## config.mk

```make
export PLATFORM = sky130hd
export DESIGN_NAME = uart_tx_fc
export DESIGN_NICKNAME = d
export VERILOG_FILES = /design/src/rtl/uart_tx_fc.sv
export SDC_FILE = /design/constraint.sdc
export NUM_CORES = 1
export LEC_CHECK = 0
export CAP_MARGIN = 25
export CORE_MARGIN = 2
export CORE_UTILIZATION = 30
export DETAILED_ROUTE_END_ITERATION = 10
export PLACE_DENSITY = 0.49
export SLEW_MARGIN = 20
export SYNTH_ARGS = -nofsm -noshare
export SYNTH_HDL_FRONTEND = slang
export SYNTH_SLANG_ARGS = --single-unit
```

## constraint.sdc

```tcl
create_clock -name clk -period 3.8 [get_ports clk]
set_input_delay 0.76 -clock clk [delete_from_list [all_inputs] [get_ports clk]]
set_output_delay 0.76 -clock clk [all_outputs]
set_load 0.02 [all_outputs]
```

## src/rtl/uart_tx_fc.sv

```systemverilog
// UART transmitter (8N1, LSB first, idle high) with CTS flow control.
// Optional even-parity bit between data and stop when UART_TX_PARITY_EN is defined.
`timescale 1ns/1ps

module uart_tx_fc #(
  parameter int CLKS_PER_BIT = 104
) (
  input  logic       clk,
  input  logic       reset,
  input  logic [7:0] data_in,
  input  logic       valid,
  output logic       ready,
  input  logic       cts,
  output logic       tx,
  output logic       busy
);

  localparam int BAUD_W = $clog2(CLKS_PER_BIT);

  typedef enum logic [2:0] {
    IDLE,
    WAIT_CTS,
    START,
    DATA,
`ifdef UART_TX_PARITY_EN
    PARITY,
`endif
    STOP
  } state_t;

  state_t            state;
  state_t            state_next;
  logic              tx_next;
  logic [BAUD_W-1:0] baud_cnt;
  logic [2:0]        bit_cnt;
  logic [7:0]        shift;
  logic              baud_last;
  logic              accept;
  logic              in_frame;
`ifdef UART_TX_PARITY_EN
  logic              parity_bit;
`endif

  assign ready     = (state == IDLE);
  assign accept    = valid && ready;
  assign baud_last = (baud_cnt == BAUD_W'(CLKS_PER_BIT - 1));
  assign in_frame  = (state == START) || (state == DATA) || (state == STOP)
`ifdef UART_TX_PARITY_EN
                     || (state == PARITY)
`endif
                     ;

  // tx_next is derived from the current state and registered, so the line
  // lags the state by one cycle; that lag gives the two-cycle accept-to-start
  // latency and lets ready rise during the final stop-bit cycle.
  always_comb begin
    // NOTE: every output of this block gets a default first so no path can infer a latch.
    state_next = state;
    tx_next    = 1'b1;
    case (state)
      IDLE:     if (accept) state_next = WAIT_CTS;
      WAIT_CTS: if (!cts) state_next = START;
      START: begin
        tx_next = 1'b0;
        if (baud_last) state_next = DATA;
      end
      DATA: begin
        tx_next = shift[0];
        if (baud_last && bit_cnt == 3'd7) begin
`ifdef UART_TX_PARITY_EN
          state_next = PARITY;
`else
          state_next = STOP;
`endif
        end
      end
`ifdef UART_TX_PARITY_EN
      PARITY: begin
        tx_next = parity_bit;
        if (baud_last) state_next = STOP;
      end
`endif
      STOP:     if (baud_last) state_next = IDLE;
      default:  state_next = IDLE;
    endcase
  end

  // NOTE: sequential state uses non-blocking assignments so every register samples pre-edge values.
  always_ff @(posedge clk or posedge reset) begin
    if (reset) begin
      state    <= IDLE;
      tx       <= 1'b1;
      busy     <= 1'b0;
      baud_cnt <= '0;
      bit_cnt  <= '0;
      shift    <= '0;
    end else begin
      state <= state_next;
      tx    <= tx_next;
      // Covers the accept cycle and the extra cycle the registered stop bit outlives the state.
      busy  <= (state != IDLE) || (state_next != IDLE);

      if (in_frame) baud_cnt <= baud_last ? '0 : baud_cnt + BAUD_W'(1);
      else          baud_cnt <= '0;

      if (state == DATA) begin
        if (baud_last) bit_cnt <= bit_cnt + 3'd1;
      end else begin
        bit_cnt <= '0;
      end

      if (accept)                         shift <= data_in;
      else if (state == DATA && baud_last) shift <= {1'b0, shift[7:1]};
    end
  end

`ifdef UART_TX_PARITY_EN
  always_ff @(posedge clk or posedge reset) begin
    if (reset)       parity_bit <= 1'b0;
    else if (accept) parity_bit <= ^data_in;
  end
`endif

endmodule

```

==> impl_metrics.ini <==
[logic_synthesis]
yosysUniqueCellTypes = 30
yosys_register_bits = 23
ys_seq_area_share_pct = 51.05
synth_area_um2 = 1130
syn_inst = 107
synthesis.nets = 122
avgSynthCellArea_um2 = 10.56
synth_warnings = 0

[final_layout]
filler_cell_count = 380
layout_common_cells = dfrtp_1 (22), nor2_1 (18), clkdlybuf4s50_1 (14)
final_common_cell = dfrtp_1
syn_to_final_growth_pct = 22.37
nNetsFinal = 139
multi_input_area_um2 = 524.3
antenna_cells = 0
drive_gt1_share_pct = 11.38
register_area_um2 = 576.8
fin_cells = 171

[place]
dp_slack_ns = 1.536
dp_hpwl_um = 1412
place_inst = 166
numPortBuffers = 14
place_congestion = 0.7593

[hold_path]
hold_class = reg -> reg

[drt]
vias = 776
wirelength_um = 2018
first_pass_iters = 4
vias_per_cell = 4.538
detail-route-antenna-nets = 0
routedWlPerCell_um = 11.80
drtIter0Drc = 24
drc = 0

[sta]
fin_crit_sh_pct = 67.05
rsz0062_at_grt = false
hold_ws_ns = 0.4622
final.setup.tns_ns = 0
fin_worst_skew_ns = 0.004545
slew_violations = 0
tightest_slew_ns = 0.4572
timing.final.ws_setup_ns = 1.252
timing.final.crit_period_ns = 2.548
clock.fmax_mhz = 392.5
max_slew_margin_pct = 69.45
finalSetupViolations = 0
finalHoldViolCount = 0

[pwr]
power_frac_seq_pct = 51.4
leakage_nw = 0.6302
comb_power_share_pct = 30.1
pwr_density_cell_nw_per_um2 = 591.5
peakVddDrop_mv = 0.3523
power_switching_mw = 0.2812
clockPowerShare_pct = 18.6
swShare_pct = 34.38
internal-power_mw = 0.5366

[clock_tree]
clock_latency_ns = 0.26
cts.htree.levels = 1
ctsHoldBuffers = 0
root_buffer = clkbuf_8
ctsLongestPathBuffers = 2
numCtsBuffers = 3
cts_tree = done
cts_resized = 0
clk_pin_slew_ns = 0.08
postCtsSetupBuffers = 0
cts.sinks = 23

[die]
die_w_um = 65.37
fp.dieH_um = 65.37
die_area_um2 = 4273
start_util_pct = 31.10
num_rows = 22
core_um2 = 3633
io_pins = 15

[outcome]
status = complete, no violations

[worst_setup_path]
start_kind = flip-flop
path_buf_inv = 1
cp_data_arrival_time_ns = 1.79
critical_path_class = reg -> out
crit_required_ns = 3.04
crit_path_max_fanout = 11
slowest_stage = clkdlybuf4s50_1
crit_family = buffers and inverters
slowest_delay_ns = 0.65
cp_cell_sequence = nor3_2, clkdlybuf4s50_1
crit_path_end_kind = output pin

[grt]
antenna_found_initial = 0
met3_usage_pct = 3.425
busiest_layer = met2
use_met2_pct = 17.35
met1_usage_pct = 15.02
grt_pass1_wl_um = 3705
grt_max_degree = 24
overflow = 0
first_global_vias = 786
grt_usage_pct = 11.48

[job]
drv_cap = 0
area by class of cell:
| cell class | count | area share (%) |
|---|---|---|
| clock buffer | 3 | 2.986 |
| clock inverter | 1 | 0.3620 |
| inverter | 2 | 0.5430 |
| multi-input combinational | 79 | 37.92 |
| sequential | 23 | 41.72 |
| tap | 48 | 4.344 |
| timing repair buffer | 15 | 12.13 |
metal layers:
layer	vias up	part of all wire (%)
li1	399	-
met3	2	3.1
met4	0	2.1
met5	-	0
met2	10	47
met1	365	48
Yosys cell counts:
cell	number	area [µm²]
dfrtp_1	22	550.5
nor2_1	18	67.56
a21oi_1	10	50.05
mux2i_1	8	80.08
nand2_1	7	26.28
nand3_1	5	25.02
ha_1	3	37.54
o21ai_0	3	15.01
xnor2_1	3	26.28
and3_1	2	12.51
buf_2	2	10.01
inv_1	2	7.510
nand2b_1	2	12.51
nand4_1	2	12.51
nor2b_1	2	12.51
xor2_1	2	17.52
a211oi_1	1	7.510
a211oi_2	1	12.51
a22oi_1	1	7.510
and2_4	1	8.760
and2b_1	1	7.510
and2b_4	1	10.01
buf_6	1	11.26
dfstp_2	1	26.28
nand4_4	1	21.27
nor3_2	1	10.01
nor3b_1	1	7.510
nor3b_4	1	18.77
o21ai_2	1	8.760
or2_4	1	8.760
logic make-up (layout without fill, tap and decap cells):
kind of cell / Yosys count / after routing / synth area share, %
flip-flops: 23 / 23 / 51.05
adder cells (fa/ha/maj): 3 / 3 / 3.323
AND/OR/NAND/NOR: 46 / 46 / 23.15
AO/OA/AOI/OAI: 17 / 17 / 8.970
buffers and inverters: 5 / 21 / 2.547
multiplexers: 8 / 8 / 7.088
XOR/XNOR: 5 / 5 / 3.877
path summary, 6_finish.rpt:
| check | depth (start not counted) | endpoint | start | slack (ns) |
|---|---|---|---|---|
| min in group asynchronous | 2 | baud_cnt[4] | reset | 0.75 |
| worst max-delay path | 2 | ready | state[0] | 1.25 |
| worst min-delay path | 1 | baud_cnt[0] | baud_cnt[0] | 0.46 |
| max in group asynchronous | 3 | tx | reset | 2.57 |
| worst min register to register | 1 | baud_cnt[0] | baud_cnt[0] | 0.46 |
| worst max register to register | 4 | shift[3] | state[0] | 2.21 |
state kept, by name, summed over array words and instances, names as in the netlist:
name	flops
baud_cnt	7
bit_cnt	3
state	3
shift	8
busy	1
tx	1
power by group through the flow:
stage / Combinational (mW) / Sequential [mW] / Clock, mW
after floorplan: 0.197 / 0.402 / 0
after global placement: 0.243 / 0.422 / 0
after detailed placement: 0.246 / 0.426 / 0
after CTS: 0.248 / 0.421 / 0.161
after global routing: 0.283 / 0.437 / 0.173
final: 0.246 / 0.420 / 0.152
metrics by stage:
step / cell area (µm²) / power [mW] / util [%]
after floorplan: 1130 / 0.5986 / -
after global placement: 1309 / 0.6649 / 36.02
after detailed placement: 1309 / 0.6722 / 36.02
after CTS: 1355 / 0.8303 / 37.29
after global routing: 1383 / 0.8929 / 38.05
final: 1383 / 0.8178 / 38.05
(Power assumes the default switching activity.)
